<file path="src/rtl/mem_master.sv">
`timescale 1ns/1ps
`default_nettype none
// ============================================================================
//  Module   : mem_master
//  Purpose  : Single-port memory initiator. Accepts word read/write requests
//             over a valid/ready handshake and drives a memory with a
//             combinational read port and a write_en rising-edge write.
//             Writes are sequenced setup/strobe/hold so that address and
//             data are stable around the rising edge of write_en. Reads
//             may be auto-incrementing bursts. Out-of-range addresses
//             (>= M) produce an error response without touching memory.
//  Ports    : clk, rst_n          - clock, asynchronous active-low reset
//             req_*_i / req_ready_o - request channel (write, addr, wdata, len)
//             rsp_*_o / rsp_ready_i - response channel (data, last, err)
//             mem_*_o / mem_out_i   - memory address/in/write_en and out
//  Revision : 1.0 - initial release
// ============================================================================
module mem_master #(
    parameter int N = 16,
    parameter int M = 1024
) (
    input  logic         clk,
    input  logic         rst_n,
    input  logic         req_valid_i,
    output logic         req_ready_o,
    input  logic         req_write_i,
    input  logic [N-1:0] req_addr_i,
    input  logic [N-1:0] req_wdata_i,
    input  logic [7:0]   req_len_i,
    output logic         rsp_valid_o,
    input  logic         rsp_ready_i,
    output logic [N-1:0] rsp_data_o,
    output logic         rsp_last_o,
    output logic         rsp_err_o,
    output logic [N-1:0] mem_address_o,
    output logic [N-1:0] mem_in_o,
    output logic         mem_write_en_o,
    input  logic [N-1:0] mem_out_i
);

    // One extra bit so that M == 2**N is representable; such an M makes
    // every address in range.
    localparam logic [N:0] C_M_LIMIT = (N+1)'(M);

    typedef enum logic [2:0] {
        S_IDLE     = 3'd0,
        S_W_SETUP  = 3'd1,
        S_W_STROBE = 3'd2,
        S_W_HOLD   = 3'd3,
        S_R_ADDR   = 3'd4,
        S_RESP     = 3'd5
    } state_t;

    state_t         state_q, state_d;
    logic [N-1:0]   addr_q, addr_d;
    logic [N-1:0]   wdata_q, wdata_d;
    logic [7:0]     remaining_q, remaining_d;
    logic [N-1:0]   rsp_data_q, rsp_data_d;
    logic           rsp_last_q, rsp_last_d;
    logic           rsp_err_q, rsp_err_d;

    logic [N-1:0]   w_next_addr;

    function automatic logic f_out_of_range(input logic [N-1:0] a);
        return ({1'b0, a} >= C_M_LIMIT);
    endfunction

    // Burst increment wraps modulo 2**N.
    assign w_next_addr = addr_q + N'(1);

    always_ff @(posedge clk or negedge rst_n) begin
        if (!rst_n) begin
            state_q     <= S_IDLE;
            addr_q      <= '0;
            wdata_q     <= '0;
            remaining_q <= '0;
            rsp_data_q  <= '0;
            rsp_last_q  <= 1'b0;
            rsp_err_q   <= 1'b0;
        end else begin
            state_q     <= state_d;
            addr_q      <= addr_d;
            wdata_q     <= wdata_d;
            remaining_q <= remaining_d;
            rsp_data_q  <= rsp_data_d;
            rsp_last_q  <= rsp_last_d;
            rsp_err_q   <= rsp_err_d;
        end
    end

    always_comb begin
        state_d        = state_q;
        addr_d         = addr_q;
        wdata_d        = wdata_q;
        remaining_d    = remaining_q;
        rsp_data_d     = rsp_data_q;
        rsp_last_d     = rsp_last_q;
        rsp_err_d      = rsp_err_q;
        req_ready_o    = 1'b0;
        rsp_valid_o    = 1'b0;
        mem_address_o  = '0;
        mem_in_o       = '0;
        mem_write_en_o = 1'b0;

        case (state_q)
            S_IDLE: begin
                req_ready_o = 1'b1;
                if (req_valid_i) begin
                    addr_d      = req_addr_i;
                    wdata_d     = req_wdata_i;
                    remaining_d = (req_len_i == 8'd0) ? 8'd1 : req_len_i;
                    if (f_out_of_range(req_addr_i)) begin
                        rsp_data_d = '0;
                        rsp_last_d = 1'b1;
                        rsp_err_d  = 1'b1;
                        state_d    = S_RESP;
                    end else if (req_write_i) begin
                        state_d = S_W_SETUP;
                    end else begin
                        state_d = S_R_ADDR;
                    end
                end
            end

            S_W_SETUP: begin
                mem_address_o = addr_q;
                mem_in_o      = wdata_q;
                state_d       = S_W_STROBE;
            end

            S_W_STROBE: begin
                mem_address_o  = addr_q;
                mem_in_o       = wdata_q;
                mem_write_en_o = 1'b1;
                state_d        = S_W_HOLD;
            end

            S_W_HOLD: begin
                mem_address_o = addr_q;
                mem_in_o      = wdata_q;
                rsp_data_d    = '0;
                rsp_last_d    = 1'b1;
                rsp_err_d     = 1'b0;
                state_d       = S_RESP;
            end

            S_R_ADDR: begin
                mem_address_o = addr_q;
                rsp_data_d    = mem_out_i;
                rsp_last_d    = (remaining_q == 8'd1);
                rsp_err_d     = 1'b0;
                state_d       = S_RESP;
            end

            S_RESP: begin
                rsp_valid_o   = 1'b1;
                // Keep the address steady while stalled so the memory sees
                // no activity under backpressure.
                mem_address_o = addr_q;
                if (rsp_ready_i) begin
                    if (rsp_last_q) begin
                        state_d = S_IDLE;
                    end else begin
                        remaining_d = remaining_q - 8'd1;
                        addr_d      = w_next_addr;
                        if (f_out_of_range(w_next_addr)) begin
                            // Burst ran off the end of memory: terminate early.
                            rsp_data_d = '0;
                            rsp_last_d = 1'b1;
                            rsp_err_d  = 1'b1;
                            state_d    = S_RESP;
                        end else begin
                            state_d = S_R_ADDR;
                        end
                    end
                end
            end

            default: begin
                state_d = S_IDLE;
            end
        endcase
    end

    assign rsp_data_o = rsp_data_q;
    assign rsp_last_o = rsp_last_q;
    assign rsp_err_o  = rsp_err_q;

endmodule
`default_nettype wire
</file>
<file path="config.mk">
export PLATFORM = sky130hd
export DESIGN_NAME = mem_master
export DESIGN_NICKNAME = d
export VERILOG_FILES = /design/src/rtl/mem_master.sv
export SDC_FILE = /design/constraint.sdc
export NUM_CORES = 1
export LEC_CHECK = 0
export ABC_AREA = 1
export ABC_CLOCK_PERIOD_IN_PS = 1800
export CORE_ASPECT_RATIO = 1.2
export CORE_UTILIZATION = 42
export CTS_CLUSTER_SIZE = 28
export DETAILED_ROUTE_END_ITERATION = 12
export PLACE_DENSITY_LB_ADDON = 0.1
export SLEW_MARGIN = 20
export SYNTH_ARGS = -nofsm -noshare
export SYNTH_HDL_FRONTEND = slang
export SYNTH_SLANG_ARGS = --single-unit
</file>
<file path="constraint.sdc">
create_clock -name clk -period 1.8 [get_ports clk]
set_clock_uncertainty 0.1 [all_clocks]
set_input_delay 0.54 -clock clk [delete_from_list [all_inputs] [get_ports clk]]
set_output_delay 0.54 -clock clk [all_outputs]
set_load 0.005 [all_outputs]
</file>
==> reports/results.ini <==
[clock_tree]
clk_pin_slew_worst_paths_ns = 0.08
cts_tree = yes
numCtsBuffers = 9
ctsHoldBuffers = 0
clock_latency_ns = 0.34
clock_sinks = 61
cts_buffer_depth = 2
h-tree-depth = 3
cts-root-buf = clkbuf_8

[sta]
hold_viol = 0
fin_hold_ws_ns = 0.07877
slew_headroom_pct = 70.15
worstMarginPinSlew_ns = 0.4430
fin_crit_ns = 2.172
finalSetupViolCount = 75
fmax_mhz = 460.5
final.period_utilization_pct = 120.6
timing.final.ws_setup_ns = -0.3717
rsz0062_at_grt = true
drv_slew = 0

[floorplanning]
start_util_pct = 43.97
fp.dieW_um = 84.24
core.rowCount = 35
ios = 114
die_area_um2 = 8481
fp.dieH_um = 100.7
coreArea_um2 = 7751

[critical_path]
path_buf_inv = 4
cp_num_cells = 7
endpoint = mem_address_o[12]
crit_path_max_incr_delay_ns = 0.43
path_class = flop to output pin
regToRegEndpoint = rsp_data_o[3]
crit_path_start = state_q[1]
reg2reg_slack_ns = -0.21
end_kind = output pin
worst-path-max-fanout = 16
crit_family = buffers and inverters
cpMostUsedCell = nor2_4
path_cells = buf_6 -> nor2_4 -> buf_4 -> nor2_4 -> buf_12 -> nor2_2 -> buf_2
r2r-start = addr_q[1]
worst_ep_required_time_ns = 1.16
critPathLaunchType = flop
arrival_ns = 1.53
reg2reg_depth = 11
cpMaxStageDelayCell = dfrtp_1

[power_and_ir_drop]
power.leakage_nw = 2.889
power.total_mw = 12.05
ir_worst_vdd_uv = 1372
power.density_nw_per_um2 = 2011

[place]
portBuffers = 113
placed_cells = 677
gp_congestion = 0.8862
post-dp-hpwl_um = 6563
dp_slack_ns = -0.5470

[synth]
ys_ff_latch = 61
synthCells = 458
syn-num-nets = 522
netlist_area_um2 = 3408
syn_avg_cell_area_um2 = 7.442
synth.distinct_cells = 39
yosysWarnings = 0
ys_seq_area_share_pct = 44.79

[cells_and_area]
syn2layout_area_growth_pct = 75.81
layout_common_cells = 70 x nand2_1, 58 x dfrtp_1, 54 x clkdlybuf4s50_1
layout_commonest_cell = nand2_1
fin_nets = 710
instances_no_fill = 743
antenna_cells = 0
layout-drive-gt1-share_pct = 42.24

[global_route]
grt_max_degree = 62
grt_first_pass_wirelength_um = 17240
grt_use_total_pct = 26.12
grt_pass1_vias = 3744
grt_antenna_before_repair = 0
grt.overflow.total = 0

[drt]
antenna_left = 0
wire_per_inst_um = 15.16
via_per_inst = 5.209
vias = 3870
wl_um = 11260
drt_iter0_markers = 178
dr.pass1.iters = 10
drcViolationCount = 10

[outcome]
violations = design-rule violations, negative setup slack
outcome = finished with violations

[run]
cap_violations = 0

[worst_hold_path]
min_path_type = input port to asynchronous set/reset pin

## stage by stage
step | util (%) | area (um^2) | setup TNS (ns)
floorplan | - | 3426 | -0.002879
CTS | 73.54 | 5700 | -16.49
detailed placement | 62.34 | 4832 | -29.44
global placement | 62.34 | 4832 | -27.22
finish | 77.30 | 5992 | -15.62
global route | 77.30 | 5992 | -21.50
## what timing repair did
action	4_1_cts	5_1_grt
buffers inserted	38	6
pin swaps	22	35
gates cloned	7	2
resized for setup	216	148
setup endpoints to repair	96	79
## layout make-up
| type | count | area (um^2) |
|---|---|---|
| multi-input cells | 328 | 2146 |
| repair buffers | 191 | 1768 |
| fillers | 536 | 1759 |
| flip-flops and latches | 61 | 1530 |
| inverters | 53 | 224.0 |
| clock buffers | 10 | 127.6 |
| well taps | 92 | 115.1 |
| clock inverters | 6 | 63.81 |
| repair inverters | 2 | 17.52 |
## state kept, by name, summed over array words and instances, names as in the netlist
name and count:
wdata_q 16, rsp_data_o 16, state_q 3, rsp_err_o 1
addr_q 16, remaining_q 8, rsp_last_o 1
## Yosys cell counts, drive strengths merged
library cell	count	share of area, %
xnor2	1	0.26
nand4	8	1.7
nand2	111	13
nor2	93	12
o22ai	9	1.7
o211ai	5	1.2
clkinv	1	0.11
a22oi	5	1.1
xor2	3	0.77
nor3	6	0.88
ha	3	1.1
clkbuf	8	0.88
dfrtp	61	45
o21ai	32	4.7
buf	9	2.2
nor4	1	0.18
inv	52	5.7
or2	3	0.55
o311ai	1	0.26
a21boi	1	0.22
nand3b	1	0.22
dlygate4sd1	1	0.26
nand3	17	2.6
a31oi	1	0.18
o221ai	1	0.26
a21oi	24	3.5
## power by group
part	internal, mW	switching, mW	total [mW]
Clock	0.637	0.571	1.21
Combinational	4.03	4.33	8.36
Sequential	2.01	0.469	2.48
## cell families (layout without fill, tap and decap cells)
logic type	Yosys count	count (layout)	synth area share, %
flip-flops	61	61	44.79
AND/OR/NAND/NOR	240	242	30.76
adder cells (fa/ha/maj)	3	3	1.101
AO/OA/AOI/OAI	79	79	13.14
buffers and inverters	71	262	9.178
XOR/XNOR	4	4	1.028
## worst min path at each step
stage	startpoint	to	slack (ns)	cells past startpoint
6_report	rst_n	addr_q[3]	0.08	2
5_1_grt	rst_n	addr_q[3]	0.11	2
4_1_cts	rst_n	addr_q[3]	0.11	2
3_5_place_dp	rsp_err_o	rsp_err_o	0.36	2
3_3_place_gp	rsp_data_o[1]	rsp_data_o[1]	0.35	2
2_1_floorplan	rst_n	addr_q[0]	0.14	0
## per-layer routing
metal | up-vias | share of wire, % | global-route usage [%]
met5 | - | 0 | 0
met4 | 0 | 3.4 | 12.86
met3 | 37 | 6.3 | 4.750
met2 | 157 | 53 | 47.79
met1 | 1819 | 37 | 29.29
li1 | 1857 | - | -
Note: power is estimated with default switching activity, not from simulation.
